## src/rtl/mod_decode_stage_if.sv

```systemverilog
// rtl/mod_decode_stage_if.sv - fetch-side and execute-side handshake bundle of the decode stage
interface mod_decode_stage_if #(
    parameter int XLEN = 32
);
    logic            flush_i;
    logic            in_valid_i;
    logic            in_ready_o;
    logic [31:0]     instr_i;
    logic [XLEN-1:0] pc_i;
    logic            out_valid_o;
    logic            out_ready_i;
    logic [XLEN-1:0] pc_o;
    logic [6:0]      funct7_o;
    logic [4:0]      rs2_o;
    logic [4:0]      rs1_o;
    logic [2:0]      funct3_o;
    logic [4:0]      rd_o;
    logic [6:0]      opcode_o;
    logic [XLEN-1:0] immediate_o;
    logic [2:0]      imm_type_o;
    logic            illegal_o;

    modport master (
        output flush_i, in_valid_i, instr_i, pc_i, out_ready_i,
        input  in_ready_o, out_valid_o, pc_o, funct7_o, rs2_o, rs1_o, funct3_o,
               rd_o, opcode_o, immediate_o, imm_type_o, illegal_o
    );

    modport slave (
        input  flush_i, in_valid_i, instr_i, pc_i, out_ready_i,
        output in_ready_o, out_valid_o, pc_o, funct7_o, rs2_o, rs1_o, funct3_o,
               rd_o, opcode_o, immediate_o, imm_type_o, illegal_o
    );
endinterface

```

## src/rtl/mod_decode_stage.sv

```systemverilog
// rtl/mod_decode_stage.sv - registered RV decode stage with optional skid entry
module mod_decode_stage #(
    parameter int XLEN    = 32,
    parameter bit SKID_EN = 1'b1
) (
    input  logic               clk_i,
    input  logic               rst_i,
    mod_decode_stage_if.slave  bus
);
    localparam logic [6:0] OP_LUI    = 7'b0110111;
    localparam logic [6:0] OP_AUIPC  = 7'b0010111;
    localparam logic [6:0] OP_JAL    = 7'b1101111;
    localparam logic [6:0] OP_JALR   = 7'b1100111;
    localparam logic [6:0] OP_BRANCH = 7'b1100011;
    localparam logic [6:0] OP_LOAD   = 7'b0000011;
    localparam logic [6:0] OP_STORE  = 7'b0100011;
    localparam logic [6:0] OP_IMM    = 7'b0010011;
    localparam logic [6:0] OP_OP     = 7'b0110011;
    localparam logic [6:0] OP_MISC   = 7'b0001111;
    localparam logic [6:0] OP_SYSTEM = 7'b1110011;

    logic            out_valid;
    logic            skid_valid;
    logic [31:0]     skid_instr;
    logic [XLEN-1:0] skid_pc;

    logic [XLEN-1:0] pc_q;
    logic [31:0]     instr_q;
    logic [XLEN-1:0] imm_q;
    logic [2:0]      type_q;
    logic            illegal_q;

    logic            in_ready;
    logic            accept;
    logic            xfer;

    logic [31:0]     src_instr;
    logic [XLEN-1:0] src_pc;
    logic [2:0]      f3;
    logic [31:0]     imm32;
    logic [2:0]      dec_type;
    logic            dec_illegal;
    logic [XLEN-1:0] dec_imm;

    // Ready is forced low during reset so nothing is accepted into a clearing pipe.
    assign in_ready = SKID_EN ? (!skid_valid && !rst_i)
                              : ((!out_valid || bus.out_ready_i) && !rst_i);
    assign accept   = bus.in_valid_i && in_ready;
    assign xfer     = out_valid && bus.out_ready_i;

    // A held skid entry is always older than the input, so it wins the decoder.
    assign src_instr = skid_valid ? skid_instr : bus.instr_i;
    assign src_pc    = skid_valid ? skid_pc    : bus.pc_i;
    assign f3        = src_instr[14:12];

    always_comb begin
        imm32       = 32'd0;
        dec_type    = 3'd0;
        dec_illegal = 1'b0;
        case (src_instr[6:0])
            OP_LUI, OP_AUIPC: begin
                dec_type = 3'd4;
                imm32    = {src_instr[31:12], 12'b0};
            end
            OP_JAL: begin
                dec_type = 3'd5;
                imm32    = {{12{src_instr[31]}}, src_instr[19:12], src_instr[20],
                            src_instr[30:21], 1'b0};
            end
            OP_JALR, OP_LOAD, OP_IMM: begin
                dec_type = 3'd1;
                imm32    = {{21{src_instr[31]}}, src_instr[30:20]};
                if (src_instr[6:0] == OP_JALR)
                    dec_illegal = (f3 != 3'b000);
                else if (src_instr[6:0] == OP_LOAD)
                    dec_illegal = (XLEN == 64) ? (f3 == 3'b111)
                                               : (f3 == 3'b011 || f3 == 3'b110 || f3 == 3'b111);
            end
            OP_STORE: begin
                dec_type    = 3'd2;
                imm32       = {{21{src_instr[31]}}, src_instr[30:25], src_instr[11:7]};
                dec_illegal = (XLEN == 64) ? (f3 > 3'b011) : (f3 > 3'b010);
            end
            OP_BRANCH: begin
                dec_type    = 3'd3;
                imm32       = {{20{src_instr[31]}}, src_instr[7], src_instr[30:25],
                               src_instr[11:8], 1'b0};
                dec_illegal = (f3 == 3'b010 || f3 == 3'b011);
            end
            OP_OP, OP_MISC, OP_SYSTEM: ;
            default: dec_illegal = 1'b1;
        endcase
        if (src_instr[1:0] != 2'b11)
            dec_illegal = 1'b1;
        if (dec_illegal) begin
            imm32    = 32'd0;
            dec_type = 3'd0;
        end
    end

    assign dec_imm = XLEN'($signed(imm32));

    always_ff @(posedge clk_i or posedge rst_i) begin
        if (rst_i) begin
            out_valid  <= 1'b0;
            skid_valid <= 1'b0;
            skid_instr <= '0;
            skid_pc    <= '0;
            pc_q       <= '0;
            instr_q    <= '0;
            imm_q      <= '0;
            type_q     <= '0;
            illegal_q  <= 1'b0;
        end else if (bus.flush_i) begin
            out_valid  <= 1'b0;
            skid_valid <= 1'b0;
        end else if (!out_valid || xfer) begin
            if (skid_valid || accept) begin
                out_valid <= 1'b1;
                pc_q      <= src_pc;
                instr_q   <= src_instr;
                imm_q     <= dec_imm;
                type_q    <= dec_type;
                illegal_q <= dec_illegal;
            end else begin
                out_valid <= 1'b0;
            end
            skid_valid <= 1'b0;
        end else if (SKID_EN && accept) begin
            skid_valid <= 1'b1;
            skid_instr <= bus.instr_i;
            skid_pc    <= bus.pc_i;
        end
    end

    assign bus.in_ready_o  = in_ready;
    assign bus.out_valid_o = out_valid;
    assign bus.pc_o        = pc_q;
    assign bus.funct7_o    = instr_q[31:25];
    assign bus.rs2_o       = instr_q[24:20];
    assign bus.rs1_o       = instr_q[19:15];
    assign bus.funct3_o    = instr_q[14:12];
    assign bus.rd_o        = instr_q[11:7];
    assign bus.opcode_o    = instr_q[6:0];
    assign bus.immediate_o = imm_q;
    assign bus.imm_type_o  = type_q;
    assign bus.illegal_o   = illegal_q;
endmodule

```

## src/flat_wrapper.sv

```systemverilog
// flat-port wrapper written by rule: the top's interface ports become plain ports
module mod_decode_stage_flat 
#(
    parameter int XLEN    = 32,
    parameter bit SKID_EN = 1'b1
)
  (clk_i, rst_i, bus_flush_i, bus_in_valid_i, bus_instr_i, bus_pc_i, bus_out_ready_i, bus_in_ready_o, bus_out_valid_o, bus_pc_o, bus_funct7_o, bus_rs2_o, bus_rs1_o, bus_funct3_o, bus_rd_o, bus_opcode_o, bus_immediate_o, bus_imm_type_o, bus_illegal_o);
  mod_decode_stage_if #(.XLEN(XLEN)) bus_i ();
  input  logic clk_i;
  input  logic rst_i;
  input wire logic [$bits(bus_i.flush_i)-1:0] bus_flush_i;
  input wire logic [$bits(bus_i.in_valid_i)-1:0] bus_in_valid_i;
  input wire logic [$bits(bus_i.instr_i)-1:0] bus_instr_i;
  input wire logic [$bits(bus_i.pc_i)-1:0] bus_pc_i;
  input wire logic [$bits(bus_i.out_ready_i)-1:0] bus_out_ready_i;
  output wire logic [$bits(bus_i.in_ready_o)-1:0] bus_in_ready_o;
  output wire logic [$bits(bus_i.out_valid_o)-1:0] bus_out_valid_o;
  output wire logic [$bits(bus_i.pc_o)-1:0] bus_pc_o;
  output wire logic [$bits(bus_i.funct7_o)-1:0] bus_funct7_o;
  output wire logic [$bits(bus_i.rs2_o)-1:0] bus_rs2_o;
  output wire logic [$bits(bus_i.rs1_o)-1:0] bus_rs1_o;
  output wire logic [$bits(bus_i.funct3_o)-1:0] bus_funct3_o;
  output wire logic [$bits(bus_i.rd_o)-1:0] bus_rd_o;
  output wire logic [$bits(bus_i.opcode_o)-1:0] bus_opcode_o;
  output wire logic [$bits(bus_i.immediate_o)-1:0] bus_immediate_o;
  output wire logic [$bits(bus_i.imm_type_o)-1:0] bus_imm_type_o;
  output wire logic [$bits(bus_i.illegal_o)-1:0] bus_illegal_o;
  assign bus_i.flush_i = bus_flush_i;
  assign bus_i.in_valid_i = bus_in_valid_i;
  assign bus_i.instr_i = bus_instr_i;
  assign bus_i.pc_i = bus_pc_i;
  assign bus_i.out_ready_i = bus_out_ready_i;
  assign bus_in_ready_o = bus_i.in_ready_o;
  assign bus_out_valid_o = bus_i.out_valid_o;
  assign bus_pc_o = bus_i.pc_o;
  assign bus_funct7_o = bus_i.funct7_o;
  assign bus_rs2_o = bus_i.rs2_o;
  assign bus_rs1_o = bus_i.rs1_o;
  assign bus_funct3_o = bus_i.funct3_o;
  assign bus_rd_o = bus_i.rd_o;
  assign bus_opcode_o = bus_i.opcode_o;
  assign bus_immediate_o = bus_i.immediate_o;
  assign bus_imm_type_o = bus_i.imm_type_o;
  assign bus_illegal_o = bus_i.illegal_o;
  mod_decode_stage #(.XLEN(XLEN), .SKID_EN(SKID_EN)) u_core (.clk_i(clk_i), .rst_i(rst_i), .bus(bus_i));
endmodule
```

## config.mk

```make
export PLATFORM = sky130hd
export DESIGN_NAME = mod_decode_stage_flat
export DESIGN_NICKNAME = d
export VERILOG_FILES = /design/src/rtl/mod_decode_stage_if.sv /design/src/rtl/mod_decode_stage.sv /design/src/flat_wrapper.sv
export SDC_FILE = /design/constraint.sdc
export NUM_CORES = 1
export LEC_CHECK = 0
export CAP_MARGIN = 10
export CORE_MARGIN = 3
export CORE_UTILIZATION = 50
export CTS_BUF_LIST = sky130_fd_sc_hd__clkbuf_16
export DETAILED_ROUTE_END_ITERATION = 8
export PLACE_DENSITY = 0.79
export SETUP_SLACK_MARGIN = 0.15
export SLEW_MARGIN = 20
export SYNTH_ARGS = -nofsm -noshare
export SYNTH_HDL_FRONTEND = slang
export SYNTH_SLANG_ARGS = --single-unit
```

## constraint.sdc

```tcl
create_clock -name clk_i -period 9.1 [get_ports clk_i]
set_clock_uncertainty 0.1 [all_clocks]
set_input_delay 2.73 -clock clk_i [delete_from_list [all_inputs] [get_ports clk_i]]
set_output_delay 2.73 -clock clk_i [all_outputs]
set_load 0.02 [all_outputs]
```

# Word-level counts from Yosys, hierarchy flattened
# Cells that the tools add are included.
# W data, S select, Z words.
[totals] register_bits=166 in_bits=69 output_inout_bits=102 wordCells=63
[classes] magnitude_cmp=1 eq_ne=16 n_mux=16 n_bitwise=2 n_reduce_logical=19
[op_table] cell="$pmux W32 S5" n=1
[op_table] cell="$mux W32" n=3
[op_table] cell="$eq A7 B7 Y1 const B" n=4
[op_table] cell="$eq A7 B6 Y1 const B" n=3
[op_table] cell="$pmux W3 S5" n=1
[op_table] cell="$eq A7 B5 Y1 const B" n=2
[op_table] cell="$mux W1" n=9
[op_table] cell="$eq A7 B2 Y1 const B" n=1
[op_table] cell="$eq A7 B4 Y1 const B" n=1
[op_table] cell="$eq A3 B2 Y1 const B" n=2
[op_table] cell="$eq A3 B3 Y1 const B" n=2
[op_table] cell="$reduce_and A3 Y1" n=2
[op_table] cell="$reduce_bool A3 Y1" n=2
[op_table] cell="$reduce_or A6 Y1" n=1
[op_table] cell="$logic_or A1 B1 Y1" n=5
[op_table] cell="$pmux W1 S4" n=1
[op_table] cell="$gt A3 B2 Y1 const B" n=1
[op_table] cell="$logic_and A1 B1 Y1" n=3
[op_table] cell="$logic_not A1 Y1" n=3
[op_table] cell="$mux W3" n=1
[op_table] cell="$reduce_or A3 Y1" n=1
[op_table] cell="$ne A2 B2 Y1 const B" n=1
[op_table] cell="$not A1 Y1" n=2
[op_table] cell="$reduce_bool A2 Y1" n=1
[op_table] cell="$reduce_or A2 Y1" n=1

# Depth between registers and ports, before layout
# Gate-level depths: netlist of the first run.
[logic_depth] depth_word=9 ltp_mapped=10 depth_no_buf=6

# Worst setup path before layout of the first run
# OpenSTA, ideal clock, no wires.
[synth_timing] path_type="input-to-output" start="input rst_i" end="output bus_in_ready_o" t_arrival_ns=3.040 required_time_ns=6.270 slack_ns=3.230 path_stages=1 n_path_buf=0 cell_sequence="nor2_1"
[synth_via] elab_chain_len=2
[synth_rtl] item="start: declaration" line_no="flat_wrapper.sv:10" text="input logic rst_i;"
[synth_rtl] item="$logic_not A1 Y1" line_no="mod_decode_stage.sv:46" text="assign in_ready = SKID_EN ? (!skid_valid && !rst_i)"
[synth_rtl] item="$logic_and A1 B1 Y1" line_no="mod_decode_stage.sv:46"
[synth_rtl] item="end: declaration" line_no="flat_wrapper.sv:16" text="output wire logic [$bits(bus_i.in_ready_o)-1:0] bus_in_ready_o;"
# No other way between the ends.

# Final worst setup path of the first run
# Same ends and word-level chain as after synthesis.

==> metrics.txt, run 1 <==
Place WS=2.13 ns; TritonCTS clock tree=done; Setup Buffers After CTS=0; register bit total from synthesis=166; WP data arrival=between 4 and 5 ns; Clock Pin Slew Worst Setup and Hold Paths=0.06 ns; Die Y=127 µm; crit-path max FO=3; Hold Path Class=reg -> reg; mapped cell area=7300 µm²; initial core utilization=51.8%; # IOs=between 150 and 200; Post-route DRC=0; IO buf count=170; detailed placer's ending HPWL=approximately 12 mm; max-cap viol count=0; top cell type's share of synthesized area=56.9%; layout cell share with drive strength beyond 1=13.3%; EDFF count, synth=0; Layout area overhead=32.4%; setup_tns=0 ns; Pint=approximately 1.5 mW; asr flop ratio synth=between 90% and 100%; Via density=5.74; largest net degree at the start of global routing=122; Longest Clk Path Bufs=2; gr usage total=22.1%; outcome=completed; placed cells=approximately 940; Final Hold Viols=0; CP startpoint kind=primary input; Rel. slew slack=32.1%; Mapped Avg Cell Area=11.7 µm²; DR vias=5552; Hold-fix buffers, CTS=0; CTS H-tree depth=4; Num CTS Buffers=17; filler instances=1002; GRT Residual Overflow=0; root buf cell=clkbuf_16; Sw Share=26.3%; row cnt=43; Die W=127 µm; Post-DRT Antenna Nets=0; area leader, netlist=dfrtp_1; Tcrit/Tclk final=76.5%; P_leak=4.17 nW; Mapped Cells=about 620; Wirelength per Cell=18.3 µm; Pwr per Cell Area=206 nW/µm²; Final Power=2.00 mW; first-pass iteration count of the detailed router=6; Slew Limit Fails=0; # diodes=0; part of the power in the clock network=36.7%; Final #Nets=844; Core Region=14100 µm²; Post-Layout Cell Count=968; PnR worst setup slack=around 2.1 ns; vias in the first global route=5604; die area=around 16000 µm²; Synth cell types=40; worst endpoint required time=about 6.3 ns; Fmax=about 140 MHz; placer congestion estimate=0.901; YS warnings=0; initial antenna violation count=0; P_sw=between 0.5 and 0.6 mW; minimum clock period=6.96 ns; WL final=17.7 mm; measured slew at the worst slew-check pin=1.02 ns; CTS resizes=0; top_reg_cell synth=dfrtp_1; Max VDD drop=141 µV; Skew-Pair Late Insertion Delay=0.42 ns; utilization after layout=68.6%; Iteration-0 DRC Markers=329; Setup-failing EPs final=0; RSZ-0062 raised after global routing=no; Reg power frac=between 40 and 50%; Worst setup EP type=output pin; Comb pwr share=18.1%; Crit Path Class=in -> out; Post-Syn Nets=692; Seq/Total Area, Yosys=56.9%; largest cells by area after synthesis=dfrtp_1 (57%), mux2_2 (10%), mux2i_1 (8.5%); first-pass GRT wire length=28.4 mm; Clock Sinks=166
final timing paths:
kind / end / depth (start not counted) / slack (ns) / from
max: bus_in_ready_o / 3 / 2.14 / rst_i
min: u_core.instr_q[16]$_DFFE_PP0P_ / 2 / 0.38 / u_core.instr_q[16]$_DFFE_PP0P_
max reg2reg: u_core.bus.immediate_o[30]$_DFFE_PP0P_ / 6 / 5.83 / u_core.skid_valid$_DFFE_PP0P_
min reg2reg: u_core.instr_q[16]$_DFFE_PP0P_ / 2 / 0.38 / u_core.instr_q[16]$_DFFE_PP0P_
max in group asynchronous: u_core.instr_q[10]$_DFFE_PP0P_ / 3 / 4.73 / rst_i
min in group asynchronous: u_core.bus.pc_o[26]$_DFFE_PP0P_ / 2 / 2.85 / rst_i
per-layer routing:
metal  vias up  track usage, %  wire [µm]
met5         -               0          0
li1       2551               -          -
met1      2738            28.4       7540
met4         0            7.38        350
met3        33            7.33       1590
met2       230            35.3       8200
power by group through the flow:
stage          clock network, mW  logic (mW)  registers, mW
3_5_place_dp                   0       0.365          0.912
5_1_grt                    0.769       0.390          0.912
3_3_place_gp                   0       0.353          0.905
4_1_cts                    0.743       0.366          0.900
2_1_floorplan                  0       0.122          0.964
6_report                   0.733       0.362          0.900
area by class of cell:
class	instances	area, µm²	area share (%)
repair buffers	174	1740	17.9
inverters	5	23.8	0.246
multi-input cells	411	2930	30.3
well taps	180	225	2.33
flip-flops and latches	166	4160	43.0
clock inverters	15	170	1.76
clock buffers	17	425	4.40
through the flow:
step                      hold slack [ns]  instance area [µm²]
after floorplan                     0.379                 7300
after global placement              0.362                 9070
after detailed placement            0.370                 9070
after CTS                           0.383                 9670
after global routing                0.411                 9670
final                               0.382                 9670
worst max-delay path: stages:
cell and delay (ns):
clkdlybuf4s50_1 0.50, nor2_1 0.24, clkdlybuf4s50_1 0.65
state kept, by name (all words and copies together), names as in the netlist:
| register | count |
|---|---|
| u_core.skid_valid | 1 |
| u_core.bus.imm_type_o | 3 |
| u_core.instr_q | 32 |
| u_core.bus.illegal_o | 1 |
| u_core.bus.pc_o | 32 |
| u_core.skid_instr | 32 |
| u_core.bus.immediate_o | 32 |
| u_core.bus.out_valid_o | 1 |
| u_core.skid_pc | 32 |
cell usage in the layout (no fill, tap or decap), drive strengths merged, types with 2 or more instances in the layout:
| cell type | netlist | final |
|---|---|---|
| o32a | 4 | 4 |
| nor3 | 4 | 4 |
| nand4 | 2 | 2 |
| nor2 | 12 | 12 |
| o211ai | 4 | 4 |
| buf | 19 | 4 |
| bufinv | 0 | 4 |
| nand3b | 2 | 2 |
| o21ai | 96 | 96 |
| clkdlybuf4s50 | 0 | 170 |
| o32ai | 3 | 3 |
| nand2 | 84 | 84 |
| nand3 | 6 | 6 |
| a22o | 27 | 27 |
| mux2 | 68 | 68 |
| dfrtp | 166 | 166 |
| or3 | 2 | 2 |
| nor2b | 3 | 3 |
| nand2b | 4 | 4 |
| o22ai | 7 | 7 |
| a21oi | 6 | 6 |
| clkbuf | 22 | 17 |
| clkinv | 0 | 7 |
| inv | 5 | 8 |
| mux2i | 62 | 62 |
| a41oi | 2 | 2 |
cells in the mapped netlist, types with 2 or more instances:
cell and n:
nand3b_1 2, nand4_1 2, nand3_1 6, clkbuf_1 22
buf_6 4, or3_1 2, dfrtp_1 166, nor3_1 4
mux2i_1 62, o32a_1 4, a22o_1 27, nand2_1 84
o21ai_0 96, o22ai_1 7, o211ai_1 4, buf_2 12
nand2b_1 4, nor2_1 12, mux2_2 68, nor2b_1 3
a21oi_1 5, inv_1 4, a41oi_1 2, o32ai_1 3
buf_4 3
kinds of logic after synthesis:
kind of cell / synth area share, %
buffers and inverters: 3.13
AOI/OAI and AO/OA: 13.7
and+or+nand+nor: 7.35
DFF: 56.9
muxes: 19.0
Note: power is estimated with default switching activity, not from simulation.
==> run 2, diff against run 1 <==
==> constraint.sdc (replaced) <==
create_clock -name clk_i -period 6.8 [get_ports clk_i]
set_clock_uncertainty 0.1 [all_clocks]
set_input_delay 2.04 -clock clk_i [delete_from_list [all_inputs] [get_ports clk_i]]
set_output_delay 2.04 -clock clk_i [all_outputs]
set_load 0.02 [all_outputs]
==> metrics.txt, run 2 (synthesized netlist as in run 1, its figures left out) <==
max-cap viol count=0 (unchanged); Longest Clk Path Bufs=2 (unchanged); Fmax=178 MHz; crit-path max FO=3 (unchanged); outcome=completed; gr usage total=22.3% (+0.23 points); Iteration-0 DRC Markers=355 (+7.9%); Tcrit/Tclk final=82.8%; WP data arrival=3.49 ns (-0.64 ns); Rel. slew slack=34.2% (+2.0 points); Setup-failing EPs final=0 (unchanged); Reg power frac=43.9% (-1.2 points); P_sw=0.732 mW (+40%); Clock Sinks=166 (unchanged); IO buf count=170 (unchanged); routed wl met2=8.42 mm (+2.7%); DR vias=5471 (-1.5%); Core Region=14100 µm² (unchanged); Skew-Pair Late Insertion Delay=0.42 ns (about the same); Die W=127 µm (unchanged); Max VDD drop=166 µV (+18%); RSZ-0062 raised after global routing=no; placer congestion estimate=0.878 (-2.6%); root buf cell=clkbuf_16; Comb pwr share=17.5% (-0.6 points); Num CTS Buffers=17 (unchanged); Final #Nets=844 (unchanged); # IOs=171 (unchanged); CTS H-tree depth=4 (unchanged); Via density=5.65 (-1.5%); Layout area overhead=33.2%; Post-route DRC=0 (unchanged); Wirelength per Cell=18.2 µm (-0.12%); Crit Path Class=in -> out; Clock Pin Slew Worst Setup and Hold Paths=0.06 ns (about the same); Final Cell Area=9730 µm² (+0.62%); Setup Buffers After CTS=0 (unchanged); measured slew at the worst slew-check pin=0.988 ns (-0.0307 ns); Die Y=127 µm (unchanged); Post-Layout Cell Count=968 (unchanged); Pwr per Cell Area=283 nW/µm² (+37%); row cnt=43 (unchanged); first-pass iteration count of the detailed router=4 (-2); CP startpoint=rst_i; # diodes=0 (unchanged); initial core utilization=51.8% (unchanged); Slew Limit Fails=0 (unchanged); M1 WL=7.49 mm (-0.68%); wire length on met3=1.45 mm (-8.6%); Hold-fix buffers, CTS=0 (unchanged); CTS resizes=0 (unchanged); vias in the first global route=5568 (-0.64%); GRT Residual Overflow=0 (unchanged); TritonCTS clock tree=done; largest net degree at the start of global routing=126 (+3.3%); CP startpoint kind=primary input; Min-Delay Startpoint=u_core.instr_q[5]$_DFFE_PP0P_; Pint=2.02 mW (+37%); placed cells=936 (unchanged); detailed placer's ending HPWL=12.1 mm (+0.14%); initial antenna violation count=0 (unchanged); WL final=17.7 mm (-0.12%); minimum clock period=about 5.6 ns; Post-DRT Antenna Nets=0 (unchanged); commonest non-fill, non-tap cells in the layout=clkdlybuf4s50_1 (170), dfrtp_1 (165), o21ai_0 (96), nand2_1 (84), mux2_2 (68); reg-to-reg startpoint=u_core.skid_valid$_DFFE_PP0P_; P_leak=4.18 nW (+0.31%); layout cell share with drive strength beyond 1=14.1% (+0.76 points); setup_tns=0 ns (unchanged); die area=16100 µm² (unchanged); commonest non-fill, non-tap cell in the layout=clkdlybuf4s50_1; part of the power in the clock network=38.6% (+1.9 points); Sw Share=26.6% (+0.31 points); highest metal used=met4; first-pass GRT wire length=28.7 mm (+1.1%); placed inst area=9070 µm² (unchanged); Worst setup EP type=output pin; worst endpoint required time=4.66 ns (-1.61 ns); Hold Path Class=reg -> reg; Final Hold Viols=0 (unchanged)
run 2: path summary, 6_finish.rpt:
kind / slack [ns] / cells past startpoint / to
min in group asynchronous: 2.15 / 2 / u_core.skid_pc[22]$_DFFE_PP0P_
max: 1.17 / 3 / bus_in_ready_o
min reg2reg: 0.38 / 2 / u_core.instr_q[5]$_DFFE_PP0P_
max in group asynchronous: 3.39 / 3 / u_core.instr_q[10]$_DFFE_PP0P_
max reg2reg: 3.05 / 7 / u_core.bus.immediate_o[27]$_DFFE_PP0P_
min: 0.38 / 2 / u_core.instr_q[5]$_DFFE_PP0P_
run 2: area by class of cell:
cell class,count,area [µm²]
timing repair buffer,174,1740
inverter,5,26.3
clock inverter,15,228
clock buffer,17,425
fill,1043,4360
tap,180,225
multi-input combinational,411,2930
sequential,166,4160
run 2: power groups by stage:
stage | Clock, mW | Combinational, mW | Sequential, mW
detailed placement | 0 | 0.487 | 1.22
global placement | 0 | 0.472 | 1.21
finish | 1.06 | 0.483 | 1.21
global route | 1.11 | 0.523 | 1.22
CTS | 1.07 | 0.488 | 1.21
floorplan | 0 | 0.164 | 1.29
run 2: routing by layer:
| metal | vias up | track usage (%) |
|---|---|---|
| met2 | 181 | 35.5 |
| li1 | 2539 | - |
| met5 | - | 0 |
| met3 | 23 | 7.28 |
| met1 | 2728 | 28.8 |
| met4 | 0 | 7.89 |
run 2: worst max-delay path, cell delays in order:
cell and delay (ns):
clkdlybuf4s50_1 0.52, nor2_1 0.27, clkdlybuf4s50_1 0.66
run 2: per-stage QoR:
step / utilization (%) / setup WS, ns / hold slack (ns) / power, mW
4_1_cts: 69.0 / 1.20 / 0.383 / 2.77
3_3_place_gp: 64.4 / 1.21 / 0.362 / 1.68
2_1_floorplan: - / 0.170 / 0.379 / 1.45
3_5_place_dp: 64.4 / 1.20 / 0.369 / 1.71
5_1_grt: 69.0 / 1.10 / 0.406 / 2.86
6_report: 69.0 / 1.17 / 0.379 / 2.75
